`src/rtl/seven_segment_scan_decoder.sv`:
```
// Watches a multiplexed seven-segment bus and recovers the BCD digit held in each position.
// Capture happens STABLE_CYCLES edges after a pair is first sampled; illegal patterns pulse pattern_err.
module seven_segment_scan_decoder #(
  parameter int DIGITS        = 4,
  parameter int STABLE_CYCLES = 3
) (
  input  logic                  clk,
  input  logic                  rst,
  input  logic [6:0]            seg_in,
  input  logic [DIGITS-1:0]     an_in,
  output logic [4*DIGITS-1:0]   digits_out,
  output logic [DIGITS-1:0]     digit_valid,
  output logic                  pattern_err,
  output logic                  frame_done
);

  typedef enum logic {WAIT, HELD} state_t;

  localparam int CW = (STABLE_CYCLES < 1) ? 1 : $clog2(STABLE_CYCLES + 1);
  localparam logic [CW-1:0] CNT_MAX = CW'(STABLE_CYCLES);

  state_t              state_q, state_d;
  logic [6:0]          s_seg_q, s_seg_d;
  logic [DIGITS-1:0]   s_an_q, s_an_d;
  logic [CW-1:0]       cnt_q, cnt_d;
  logic [4*DIGITS-1:0] digits_q, digits_d;
  logic [DIGITS-1:0]   valid_q, valid_d;
  logic [DIGITS-1:0]   seen_q, seen_d;
  logic                err_q, err_d;
  logic                frame_q, frame_d;

  logic                changed;
  logic                capture;
  logic [4:0]          dec;
  logic [DIGITS-1:0]   seen_next;

  // Bit 4 flags a legal pattern; bits 3:0 carry the digit.
  function automatic logic [4:0] decode(input logic [6:0] s);
    case (s)
      7'b0111111: decode = 5'h10;
      7'b0000110: decode = 5'h11;
      7'b1011011: decode = 5'h12;
      7'b1001111: decode = 5'h13;
      7'b1100110: decode = 5'h14;
      7'b1101101: decode = 5'h15;
      7'b1111101: decode = 5'h16;
      7'b0000111: decode = 5'h17;
      7'b1111111: decode = 5'h18;
      7'b1100111: decode = 5'h19;
      default:    decode = 5'h00;
    endcase
  endfunction

  always_comb begin
    s_seg_d   = seg_in;
    s_an_d    = an_in;
    cnt_d     = cnt_q;
    state_d   = state_q;
    digits_d  = digits_q;
    valid_d   = valid_q;
    seen_d    = seen_q;
    err_d     = 1'b0;
    frame_d   = 1'b0;
    seen_next = seen_q;

    changed = (seg_in != s_seg_q) || (an_in != s_an_q);
    capture = (state_q == WAIT) && (cnt_q == CNT_MAX) && $onehot(s_an_q);
    dec     = decode(s_seg_q);

    if (changed) begin
      cnt_d = CW'(1);
    end else if (cnt_q != CNT_MAX) begin
      cnt_d = cnt_q + CW'(1);
    end

    // A change on the capture edge still lets the capture finish, then restarts acquisition.
    if (capture) state_d = HELD;
    if (changed) state_d = WAIT;

    if (capture) begin
      for (int i = 0; i < DIGITS; i++) begin
        if (s_an_q[i]) begin
          valid_d[i] = dec[4];
          if (dec[4]) digits_d[4*i +: 4] = dec[3:0];
        end
      end
      err_d     = !dec[4];
      seen_next = seen_q | s_an_q;
      if (&seen_next) begin
        frame_d = 1'b1;
        seen_d  = '0;
      end else begin
        seen_d  = seen_next;
      end
    end
  end

  always_ff @(posedge clk) begin
    if (rst) begin
      state_q  <= WAIT;
      s_seg_q  <= '0;
      s_an_q   <= '0;
      cnt_q    <= '0;
      digits_q <= '0;
      valid_q  <= '0;
      seen_q   <= '0;
      err_q    <= 1'b0;
      frame_q  <= 1'b0;
    end else begin
      state_q  <= state_d;
      s_seg_q  <= s_seg_d;
      s_an_q   <= s_an_d;
      cnt_q    <= cnt_d;
      digits_q <= digits_d;
      valid_q  <= valid_d;
      seen_q   <= seen_d;
      err_q    <= err_d;
      frame_q  <= frame_d;
    end
  end

  assign digits_out  = digits_q;
  assign digit_valid = valid_q;
  assign pattern_err = err_q;
  assign frame_done  = frame_q;

endmodule

```
`config.mk`:
```
export PLATFORM = sky130hd
export DESIGN_NAME = seven_segment_scan_decoder
export DESIGN_NICKNAME = d
export VERILOG_FILES = /design/src/rtl/seven_segment_scan_decoder.sv
export SDC_FILE = /design/constraint.sdc
export NUM_CORES = 1
export LEC_CHECK = 0
export BUFFER_PORTS_ARGS = -buffer_cell sky130_fd_sc_hd__buf_4
export CAP_MARGIN = 40
export CORE_MARGIN = 2
export CORE_UTILIZATION = 55
export DETAILED_ROUTE_END_ITERATION = 10
export PLACE_DENSITY = 0.82
export SLEW_MARGIN = 20
export SYNTH_ARGS = -nofsm -noshare
export SYNTH_HDL_FRONTEND = slang
export SYNTH_SLANG_ARGS = --single-unit
```
`constraint.sdc`:
```
create_clock -name clk -period 3.3 [get_ports clk]
set_input_delay 0.66 -clock clk [delete_from_list [all_inputs] [get_ports clk]]
set_output_delay 0.66 -clock clk [all_outputs]
set_load 0.01 [all_outputs]
```
==> results.cfg, run 1 <==
[outcome]
status = finished clean

[clock_tree]
cts.sinks = 40
ctsResizeCount = 0
postCtsHoldBufs = 0
cts_made_buffers = 5
postCtsSetupRepairBufs = 0
htreeDepth = 2
clkSlewWorstSetupHoldPaths_ps = 110
cts_buffer_depth = 2
root_buffer = clkbuf_4
cts_tree = done
clk_latency_ps = 350

[worst_setup_path]
critPathKind = reg -> reg
cp_slowest_stage_delay_ps = 530
path_cells = inv_1, fa_1, inv_1, ha_1, ha_1, and4bb_2, nand2_1, nor2_1, nor2_1, a211oi_2
required_ps = 3580
startpoint_type = flip-flop
worstSetupEndpointType = flip-flop
cp_slowest_cell = fa_1
crit_family = adder cells
cp.arrival_ps = 3010
r2r-start = s_an_q[0]$_SDFF_PP0_
crit_start = s_an_q[0]$_SDFF_PP0_
cp_max_fo = 6
worst-path-buf-inv = 2

[final_layout]
layout_common_cells = dfxtp_1 (40), buf_4 (34), nor2b_1 (15)
final_cells = 283
syn2layout_area_growth_pct = 14.5
drive_above_1_share_pct = 21.9
final_nets = 254
final_common_cell = dfxtp_1
antenna_cells = 0

[sta]
skew_ps = 13.7
relSlewSlack_pct = 52.4
hold_violations = 0
fin_crit_sh_pct = 82.7
drv_slew = 0
fmax_mhz = 366
tns_ps = 0
whs_ps = 477
setup_viol = 0
worst_slew_pin_slew_ps = 705
fin_crit_ps = 2730
rsz0062_at_grt = false

[yosys]
ys_seq_area_share_pct = 40.5
synth-edff-count = 0
synth_largest_area_cell = dfxtp_1
synth_top_cell_area_share_pct = 40.5
synth_warnings = 0
yosys.cell_types.count = 46
synthFlopType = dfxtp_1
syn-instance-count = 207
syn_area_per_cell_sq_um = 9.55
synth_area_sq_um = 1980
synth.area.top_cells = dfxtp_1 (41%), xor2_1 (5.3%), nor2b_1 (4.7%)
yosys_register_bits = 40
synth_fp_nets = 224
async_flop_share_pct = 0

[grt]
grt_usage_pct = 21.6
grt.overflow.total = 0
grt_max_degree = 41
grt_pass1_vias = 1422
grt_pass1_wl_microns = 6920
antenna_found_initial = 0

[power]
power.leakage_nw = 0.882
power_density_nw_per_um2 = 424
total_power_mw = 0.959
peakVddDrop_mv = 0.359

[routing]
vias = 1552
ant_nets = 0
first_iter_violations = 133
drt-total-wl_microns = 3910
firstDrtPassIters = 4
wl_per_cell_microns = 13.8
vias_per_cell = 5.48
route.detailed.drc = 0

[floorplanning]
dieArea_sq_um = 4090
core_sq_um = 3390
io_pins = 35
fp.dieH_microns = 64.0
initial_utilization_pct = 58.3
die_width_microns = 64.0
rows = 21

[flow_run]
cap_violations = 0

[placement]
dp_hpwl_microns = 2740
io_buffers = 34
gp_congestion = 0.865
dp_cells = 276

[worst_hold_path]
hold_class = reg -> reg
hold_path_startpoint = seen_q[1]$_SDFFE_PP0N_
==> per-stage QoR <==
step | util, % | worst slack, ps | area [sq um]
6_report | 66.8 | 571 | 2260
5_1_grt | 66.8 | 346 | 2260
4_1_cts | 66.8 | 582 | 2260
3_5_place_dp | 63.9 | 594 | 2170
3_3_place_gp | 63.9 | 682 | 2170
2_1_floorplan | - | 896 | 1980
==> area by class of cell <==
cell class | count | area (sq um)
repair buffers | 34 | 255
well taps | 46 | 57.6
multi-input cells | 148 | 1020
inverters | 8 | 30.0
clock inverters | 2 | 60.1
clock buffers | 5 | 37.5
flip-flops and latches | 40 | 801
fillers | 285 | 1130
==> report_power, final <==
| group | internal, mW | switching, mW | total (mW) |
|---|---|---|---|
| combinational | 0.0325 | 0.0289 | 0.0613 |
| clock | 0.232 | 0.158 | 0.390 |
| sequential | 0.491 | 0.0179 | 0.508 |
==> registers in the layout, summed over array words and instances (netlist names) <==
name,cells
s_seg_q,7
frame_done,1
digits_out,16
digit_valid,4
state_q,1
cnt_q,2
s_an_q,4
seen_q,4
pattern_err,1
==> routing by layer <==
metal  global-route usage [%]  up-vias  wire length (microns)
li1                         -      787                      -
met3                     5.63        6                    191
met5                        0        -                      0
met4                     8.70        0                     60
met2                     32.0       35                   1860
met1                     29.9      724                   1800
==> cells in the mapped netlist (2+ instances only) <==
master and number:
clkbuf_8 6, and3b_1 2, o32ai_1 2, nand3b_1 2, nand2_1 12, dfxtp_1 40
o22ai_1 4, nor3b_1 3, nor2_1 12, nor3_1 6, o21a_1 4, a21oi_1 12
a211oi_2 4, nand4bb_1 2, nor4_1 3, xor2_1 12, xnor2_1 2, nand3_1 4
ha_1 3, nand2b_1 6, buf_6 3, clkbuf_1 2, inv_1 8, o21ai_0 12
nor2b_1 15, a211oi_1 5, nor4b_1 2
==> worst paths after layout <==
kind	to	slack, ps	depth (start not counted)
worst min register to register	seen_q[1]$_SDFFE_PP0N_	480	1
worst min-delay path	seen_q[1]$_SDFFE_PP0N_	480	1
worst max-delay path	digit_valid[3]$_SDFFE_PP0P_	570	10
worst max register to register	digit_valid[3]$_SDFFE_PP0P_	570	10
==> logic make-up after synthesis <==
logic type                 after synthesis  synth area share, %
AOI/OAI and AO/OA                       51                 17.8
adders and majority gates                4                 2.91
buffers and inverters                   19                 7.78
and+or+nand+nor                         78                 24.3
DFF                                     40                 40.5
muxes                                    1                0.506
xor gates and xnor gates                14                 6.20
==> worst reg2reg max path, delay by kind of cell (launching register included) <==
family	cells	cell delay (ps)
buffers and inverters	2	140
and+or+nand+nor	4	950
DFF	1	420
adders and majority gates	3	960
AOI/OAI and AO/OA	1	190
Power figures use the tool's default switching activity.
==> run 2: changes to the inputs <==
CORE_UTILIZATION = 50   (was 55)
PLACE_DENSITY = 0.78   (was 0.82)
clock period = 2.3 ns   (was 3.3 ns; I/O delays follow)
==> results.cfg, run 2 (synthesized netlist as in run 1, its figures left out) <==
[floorplanning]
die_width_microns = 66.9
fp.dieH_microns = 66.9
io_pins = 35
dieArea_sq_um = 4470
initial_utilization_pct = 52.8
rows = 22
core_sq_um = 3740

[sta]
skew_ps = 7.64
fin_crit_sh_pct = 104
setup_viol = 22
fin_ws_ps = -84.4
rsz0062_at_grt = true
fin_crit_ps = 2380
hold_violations = 0
fmax_mhz = 419
whs_ps = 390
worst_slew_pin_slew_ps = 837
tns_ps = -868
relSlewSlack_pct = 43.7
drv_slew = 0

[grt]
use_met3_pct = 5.57
busiest_layer = met2
grt_max_degree = 41
grt_use_met1_pct = 26.3
antenna_found_initial = 0
grt_pass1_vias = 1616
grt.overflow.total = 0
grt_usage_pct = 22.2
grtUsageMet2_pct = 37.8
grt_pass1_wl_microns = 7410

[power]
clock_power_share_pct = 36.7
power.leakage_nw = 1.04
pwr-share-seq_pct = 54.2
power.switching_mw = 0.333
power_density_nw_per_um2 = 509
internal_power_mw = 1.01
p_comb_share_pct = 9.1
switching_share_pct = 24.8
peakVddDrop_mv = 0.521

[worst_setup_path]
cp_slowest_stage_delay_ps = 540
path_cells = inv_2, fa_1, inv_2, ha_4, ha_4, and4bb_2, buf_4, nand2_8, nor2_4, a21oi_2, nor3_1
required_ps = 2530
cp_slowest_cell = fa_1
critPathKind = reg -> reg
cp_max_fo = 6
startpoint_type = flip-flop
cp.arrival_ps = 2610
worstSetupEndpointType = flip-flop

[flow_run]
cap_violations = 0

[clock_tree]
cts_made_buffers = 5
cts_buffer_depth = 2
cts.sinks = 40
root_buffer = clkbuf_8
clkSlewWorstSetupHoldPaths_ps = 80
clk_latency_ps = 300
htreeDepth = 2
cts_tree = done

[routing]
drt-total-wl_microns = 4630
vias_per_cell = 5.48
wl_per_cell_microns = 15.0
firstDrtPassIters = 4
first_iter_violations = 120
ant_nets = 0
route.detailed.drc = 0
vias = 1693

[placement]
io_buffers = 34
dp_cells = 294
dpl_cell_area_sq_um = 2330
gp_congestion = 0.780
dp_hpwl_microns = 3010

[outcome]
status = complete, but fails checks
violations = setup timing

[final_layout]
final_common_cell = buf_4
final_nets = 277
post-route-util_pct = 70.4
largest_reg_flops = 16
syn2layout_area_growth_pct = 33.4
drive_above_1_share_pct = 42.5
layout_common_cells = buf_4 (55), dfxtp_1 (37), nor2b_1 (15)
final_cells = 309
final_area_sq_um = 2640
antenna_cells = 0

[worst_hold_path]
hold_class = in -> reg
-- run 2: changes by cell type in the layout (fill, tap and decap cells not counted), sizes merged --
| cell | delta |
|---|---|
| clkbuf | +1 |
| buf | +23 |
| bufinv | -2 |
| clkinvlp | +2 |
-- run 2: power groups by stage --
| stage | logic, mW | clock network, mW | registers (mW) |
|---|---|---|---|
| final | 0.122 | 0.493 | 0.728 |
| after global routing | 0.132 | 0.532 | 0.729 |
| after CTS | 0.117 | 0.501 | 0.726 |
| after detailed placement | 0.105 | 0 | 0.741 |
| after global placement | 0.102 | 0 | 0.741 |
| after floorplan | 0.0905 | 0 | 0.728 |
-- run 2: per-stage QoR --
stage,worst slack [ps],total power [mW]
2_1_floorplan,-25.2,0.818
3_3_place_gp,-60.4,0.843
3_5_place_dp,-138,0.847
4_1_cts,-67.4,1.34
5_1_grt,-178,1.39
6_report,-84.4,1.34
-- run 2: worst max-delay path, delay by kind of cell, from the launching register on --
kind                       cells  cell delay (ps)
and+or+nand+nor                4              750
buffers and inverters          3              230
DFF                            1              330
AOI/OAI and AO/OA              1               70
adders and majority gates      3              920
-- run 2: layout make-up --
cell class                 instances  area [sq um]
clock buffer                       6          82.6
clock inverter                     2          15.0
fill                             282          1110
inverter                           8          30.0
multi-input combinational        148          1210
sequential                        40           805
tap                               48          60.1
timing repair buffer              57           435
-- run 2: layer usage --
| layer | up-vias | share of wire [%] |
|---|---|---|
| li1 | 838 | - |
| met1 | 811 | 44 |
| met2 | 35 | 50 |
| met3 | 9 | 3.3 |
| met4 | 0 | 2.2 |
| met5 | - | 0 |
-- run 2: worst paths after layout --
path	startpoint	to	slack [ps]	cells past startpoint
max	s_an_q[3]$_SDFF_PP0_	digits_out[0]$_SDFFE_PP0P_	-80	11
min	seg_in[6]	s_seg_q[6]$_SDFF_PP0_	390	2
max reg2reg	s_an_q[3]$_SDFF_PP0_	digits_out[0]$_SDFFE_PP0P_	-80	11
min reg2reg	seen_q[0]$_SDFFE_PP0N_	seen_q[0]$_SDFFE_PP0N_	470	1
-- run 2: repair_timing --
item / 4_1_cts / 5_1_grt
gates cloned: 0 / 0
setup endpoints to repair: 26 / 27
buffers inserted: 4 / 3
endpoints found under the hold margin: 0 / 0
gates resized for setup: 24 / 20
hold buffers: 0 / 0
pin swaps: 14 / 10
